### src/rtl/ps2_transmitter.sv
// Host-to-device PS/2 command transmitter.
// Pulls the clock low to request to send, then shifts out the start bit,
// eight data bits (LSB first), odd parity and the stop bit on the falling edges
// of the device clock. It then samples the device acknowledge bit.
// It shares the open-drain pins with the scan-code receiver. rx_en keeps that
// receiver quiet while a transfer is in flight.
module ps2_transmitter #(
    parameter int INHIBIT_CYCLES = 5000,
    parameter int TIMEOUT_CYCLES = 750000,
    parameter int FILTER_LEN     = 8
) (
    input  logic       clk,
    input  logic       rst,
    input  logic       wr_ps2,
    input  logic [7:0] din,
    input  logic       ps2c_in,
    input  logic       ps2d_in,
    output logic       ps2c_oe,
    output logic       ps2d_oe,
    output logic       tx_idle,
    output logic       rx_en,
    output logic       tx_done_tick,
    output logic       tx_err
);

    localparam int MAX_CYC = (INHIBIT_CYCLES > TIMEOUT_CYCLES) ? INHIBIT_CYCLES : TIMEOUT_CYCLES;
    localparam int TW      = $clog2(MAX_CYC + 1);
    localparam logic [TW-1:0] INHIBIT_LAST = TW'(INHIBIT_CYCLES - 1);
    localparam logic [TW-1:0] TIMEOUT_LAST = TW'(TIMEOUT_CYCLES - 1);

    // S_DONE is a one-cycle state that carries tx_done_tick. The block is
    // therefore not yet idle when the tick is visible, so a write in that
    // cycle is dropped.
    typedef enum logic [2:0] {
        S_IDLE,
        S_RTS,
        S_START,
        S_DATA,
        S_STOP,
        S_ACK,
        S_WAITREL,
        S_DONE
    } state_t;

    logic [1:0]            r_c_sync;
    logic [1:0]            r_d_sync;
    logic [FILTER_LEN-1:0] r_filt;
    logic                  r_filt_val;
    logic                  w_filt_val_next;
    logic                  w_c_s;
    logic                  w_d_s;
    logic                  w_fall;

    state_t                r_state;
    state_t                w_state_next;
    logic [8:0]            r_tx_shift;
    logic [8:0]            w_tx_shift_next;
    logic [3:0]            r_n;
    logic [3:0]            w_n_next;
    logic [TW-1:0]         r_timer;
    logic [TW-1:0]         w_timer_next;
    logic                  r_err;
    logic                  w_err_next;

    assign w_c_s = r_c_sync[1];
    assign w_d_s = r_d_sync[1];

    // Two-flop synchronisers for the asynchronous pins; they idle high like the bus.
    always_ff @(posedge clk) begin
        if (rst) begin
            r_c_sync <= 2'b11;
            r_d_sync <= 2'b11;
        end else begin
            r_c_sync <= {r_c_sync[0], ps2c_in};
            r_d_sync <= {r_d_sync[0], ps2d_in};
        end
    end

    // The filtered clock level changes only after FILTER_LEN identical samples.
    always_comb begin
        w_filt_val_next = r_filt_val;
        if (&r_filt)
            w_filt_val_next = 1'b1;
        else if (~|r_filt)
            w_filt_val_next = 1'b0;
    end

    assign w_fall = r_filt_val & ~w_filt_val_next;

    // Clock glitch filter shift register and filtered level.
    always_ff @(posedge clk) begin
        if (rst) begin
            r_filt     <= '1;
            r_filt_val <= 1'b1;
        end else begin
            r_filt     <= {r_filt[FILTER_LEN-2:0], w_c_s};
            r_filt_val <= w_filt_val_next;
        end
    end

    // State and datapath registers.
    always_ff @(posedge clk) begin
        if (rst) begin
            r_state    <= S_IDLE;
            r_tx_shift <= '0;
            r_n        <= '0;
            r_timer    <= '0;
            r_err      <= 1'b0;
        end else begin
            r_state    <= w_state_next;
            r_tx_shift <= w_tx_shift_next;
            r_n        <= w_n_next;
            r_timer    <= w_timer_next;
            r_err      <= w_err_next;
        end
    end

    // Next-state logic. The frame states share the inter-edge timeout.
    always_comb begin
        w_state_next    = r_state;
        w_tx_shift_next = r_tx_shift;
        w_n_next        = r_n;
        w_timer_next    = r_timer;
        w_err_next      = r_err;

        unique case (r_state)
            S_IDLE: begin
                if (wr_ps2) begin
                    w_tx_shift_next = {~^din, din};
                    w_err_next      = 1'b0;
                    w_timer_next    = '0;
                    w_state_next    = S_RTS;
                end
            end
            S_RTS: begin
                if (r_timer == INHIBIT_LAST) begin
                    w_timer_next = '0;
                    w_state_next = S_START;
                end else begin
                    w_timer_next = r_timer + 1'b1;
                end
            end
            S_DONE: begin
                w_state_next = S_IDLE;
            end
            default: begin
                // START, DATA, STOP, ACK, WAITREL
                w_timer_next = w_fall ? '0 : r_timer + 1'b1;
                case (r_state)
                    S_START: begin
                        if (w_fall) begin
                            w_n_next     = 4'd8;
                            w_state_next = S_DATA;
                        end
                    end
                    S_DATA: begin
                        if (w_fall) begin
                            w_tx_shift_next = {1'b1, r_tx_shift[8:1]};
                            if (r_n == 4'd0)
                                w_state_next = S_STOP;
                            else
                                w_n_next = r_n - 4'd1;
                        end
                    end
                    S_STOP: begin
                        if (w_fall)
                            w_state_next = S_ACK;
                    end
                    S_ACK: begin
                        if (w_fall) begin
                            w_err_next   = w_d_s;
                            w_state_next = S_WAITREL;
                        end
                    end
                    S_WAITREL: begin
                        if (r_filt_val && w_d_s)
                            w_state_next = S_DONE;
                    end
                    default: ;
                endcase
                // A normal exit in the same cycle takes precedence over the abort.
                if (w_state_next == r_state && !w_fall && r_timer == TIMEOUT_LAST) begin
                    w_err_next   = 1'b1;
                    w_state_next = S_DONE;
                end
            end
        endcase
    end

    // Moore output decodes. The data line is only pulled once the clock is released.
    always_comb begin
        ps2c_oe      = (r_state == S_RTS);
        ps2d_oe      = (r_state == S_START) || ((r_state == S_DATA) && !r_tx_shift[0]);
        tx_idle      = (r_state == S_IDLE);
        rx_en        = (r_state == S_IDLE);
        tx_done_tick = (r_state == S_DONE);
        tx_err       = r_err;
    end

endmodule

### config.mk
export PLATFORM = sky130hd
export DESIGN_NAME = ps2_transmitter
export DESIGN_NICKNAME = d
export VERILOG_FILES = /design/src/rtl/ps2_transmitter.sv
export SDC_FILE = /design/constraint.sdc
export NUM_CORES = 1
export LEC_CHECK = 0
export ABC_AREA = 1
export BUFFER_PORTS_ARGS = -buffer_cell sky130_fd_sc_hd__buf_4
export CAP_MARGIN = 5
export CORE_AREA = 2 2 69 71
export DETAILED_ROUTE_END_ITERATION = 10
export DIE_AREA = 0 0 71 73
export PLACE_DENSITY = 0.85
export SYNTH_ARGS = -nofsm -noshare
export SYNTH_HDL_FRONTEND = slang
export SYNTH_SLANG_ARGS = --single-unit
### constraint.sdc
create_clock -name clk -period 2.1 [get_ports clk]
set_input_delay 0.21 -clock clk [delete_from_list [all_inputs] [get_ports clk]]
set_output_delay 0.21 -clock clk [all_outputs]
set_load 0.01 [all_outputs]
==> results.md <==
- CP max-delay cell: dfxtp_1
- Antenna Cells: 0
- Crit. End Element: flop
- Vias in the first global route: about 2.1k
- Max-slew violation total from the final report: 0
- Placed cell area: 2743 µm²
- Cell Rows: 25
- Final GP Congestion: between 0.9 and 1
- CP Data Required Time: 2300 ps
- Peak VDD IR: just under 0.0005 V
- Ys flop type: dfxtp_1
- Post-Synthesis Cells: 353
- Clock Skew: between 10 and 15 ps
- Share of layout cells above drive strength 1: ~16%
- Total global routing overflow: 0
- Layout Nets: 390
- CP cell instances: inv_1 > ha_1 > nand2_1 > nor2_1 > nand4_1 > nand2_1 > nand3_1 > nand2_1 > nand2_1 > a21oi_1 > nand2_1 > nand2_1 > nor2_1
- Area added between synthesis and finish: 11.91%
- CTS sink count: 50
- Post-synth EDFFs: 0
- Initial Util: 56.28%
- Relative slew slack: between 60% and 70%
- Worst Path Buf+Inv: 1
- Drt total wl: ~5000 µm
- Cell seen most often among critical-path stages: nand2_1
- PD cells: 767.8 nW/µm²
- Hold Crit Class: in2reg
- DRC viols: 0
- Worst-path maximum fanout: 5
- Cell area after layout: 2856 µm²
- Max H-tree Level: 2
- Clock Latency Late Sink: about 310 ps
- Crit start category: flop
- Largest cells by area after synthesis: dfxtp_1 39%, nand2_1 11%, inv_1 6.6%, nor2_1 4.4%, nand3_1 4.3%
- Synth unique cells: 37
- Die width: roughly 71 µm
- Final setup vio count: 0
- Mean Syn Cell Area: 7.231 µm²
- Yosys top cell by area: dfxtp_1
- CTS root buf: clkbuf_8
- Max-Cap Viols: 0
- Core ar.: 4536 µm²
- CTS tree: yes
- Die area: 5183 µm²
- CP max stage delay: about 300 ps
- Crit-path leading delay family: simple AND/OR/NAND/NOR gates
- Worst Path Arrival: slightly above 2000 ps
- DP HPWL: between 3000 and 4000 µm
- Status: completed
- Cts bufs inserted: 5
- P_leak: about 1.3 nW
- RSZ-0062 raised after global routing: yes
- Sum Neg Setup Slack: 0 ps
- Post-synth top area share: between 30% and 40%
- Antenna violations before repair: 0
- Synth Register Bits: 50
- First-pass GRT wire length: between 8000 and 9000 µm
- Placed cells: approximately 420
- # port buffers: 18
- IO Pins: 19
- Post-Syn Nets: 369
- CTS Buffer Depth: 2
- Syn. warnings: 0
- Actual slew at the worst max-slew pin: 468.8 ps
- Vias per inst: approximately 5.4
- Post-route non-filler standard cell count: 429
- Period utilization: 88.32%
- Total number of vias: between 2k and 2.5k
- DRT iter0 DRCs: ~160
- Postcts setup bufs: 0
- Gr usage total: between 20% and 30%
- Quantity of gates resized following cts: 0
- Hold buffer count at CTS: 0
- WHS: a little under 90 ps
- Synthesized area: 2552 µm²
- Seq/Total Area, Yosys: between 30% and 40%
- Die extent in y: 73 µm
- Crit Path Class: reg2reg
- Async S/R FF share, synth: 0%
- Largest net degree at the start of global routing: 22
- DRT antenna net count: 0
- Fin. Hold Viols: 0
- Final min period: ~1900 ps
- Achievable frequency: between 500 and 600 MHz
- Drt pass-1 iters: 5
- Clock-pin transition on the worst setup and hold timing paths: 80 ps
- Wire per inst: about 12 µm
## synth_stat cells, types with 2 or more instances
master,count
inv_2,2
buf_4,2
nor2_1,30
nor2_4,2
a21oi_1,17
nor4_1,6
nand2_1,78
or2_2,14
nor3_1,4
nand4_1,3
clkbuf_1,3
xor2_1,6
nor2_8,2
o21ai_0,20
a31oi_1,13
inv_1,45
xnor2_1,2
a211oi_1,8
dfxtp_1,50
ha_1,3
nand3_1,22
nand2_4,5
nor2_2,2
## routing by layer
| layer | part of all wire, % | global-route usage [%] | up-vias |
|---|---|---|---|
| met1 | 45 | 25.45 | 1065 |
| met4 | 1.5 | 7.128 | 0 |
| met5 | 0 | 0 | - |
| met3 | 4.5 | 4.420 | 7 |
| li1 | - | - | 1194 |
| met2 | 49 | 36.86 | 56 |
## layout make-up
type,instances,area (µm²)
Timing Repair Buffer,21,157.7
Sequential cell,50,1002
Multi-Input combinational cell,248,1339
Fill cell,396,1679
Inverter,48,180.2
Tap cell,54,67.56
Clock buffer,8,110.1
## where the power goes
| group | switching (mW) | leakage, nW | internal (mW) |
|---|---|---|---|
| combinational | 0.299 | 0.830 | 0.179 |
| clock | 0.313 | 0.0575 | 0.333 |
| sequential | 0.0458 | 0.408 | 1.02 |
| total | 0.658 | 1.29 | 1.54 |
## logic make-up (layout without fill, tap and decap cells)
group	Yosys count	count (layout)	share of synthesized area (%)
AO/OA/AOI/OAI	63	63	14.12
adder cells (fa/ha/maj)	3	3	1.471
XOR/XNOR	8	8	2.745
AND/OR/NAND/NOR	174	174	34.02
flip-flops	50	50	39.22
buffers and inverters	55	77	8.431
## worst paths after layout
check                            startpoint          end  slack [ps]  cells after the start
worst max-delay path                 r_n[0]       tx_err         250                     13
worst min-delay path                ps2c_in  r_c_sync[0]          90                      2
worst min register to register  r_c_sync[0]  r_c_sync[1]         410                      1
worst max register to register       r_n[0]       tx_err         250                     13
## sequential cells by signal, indices dropped and copies added, names as in the netlist
name	cells
tx_err	1
r_n	4
r_c_sync	2
r_state	3
r_timer	20
r_filt_val	1
r_d_sync	2
r_tx_shift	9
r_filt	8
## layout by cell type (no fill, tap or decap), types with 2 or more instances in the layout
master    synthesis  layout
a211oi_1          8       8
a21oi_1          17      17
a31oi_1          13      13
buf_4             2      21
clkbuf_8          0       8
dfxtp_1          50      49
ha_1              3       3
inv_1            45      45
inv_2             2       2
nand2_1          78      77
nand2_2           1       2
nand2_4           5       5
nand3_1          22      22
nand4_1           3       3
nor2_1           30      30
nor2_2            2       2
nor2_4            2       2
nor2_8            2       2
nor3_1            4       4
nor4_1            6       6
o21ai_0          20      20
or2_2            14      14
xnor2_1           2       2
xor2_1            6       6
## worst reg2reg max path, stage by stage, from the launching register on
cell and delay [ps]:
dfxtp_1 300, inv_1 130, ha_1 170, nand2_1 50, nor2_1 230, nand4_1 130
nand2_1 100, nand3_1 100, nand2_1 70, nand2_1 100, a21oi_1 200, nand2_1 70
nand2_1 60, nor2_1 40
## through the flow
| step | worst slack (ps) | utilization [%] | power [mW] |
|---|---|---|---|
| 6_report | 245.3 | 62.98 | 2.193 |
| 2_1_floorplan | 514.8 | - | 1.422 |
| 4_1_cts | 146.0 | 62.90 | 2.207 |
| 3_3_place_gp | 202.7 | 60.47 | 1.548 |
| 3_5_place_dp | 158.6 | 60.47 | 1.560 |
| 5_1_grt | -1.014 | 62.98 | 2.310 |
No activity file was read; power rests on OpenSTA's default activity.
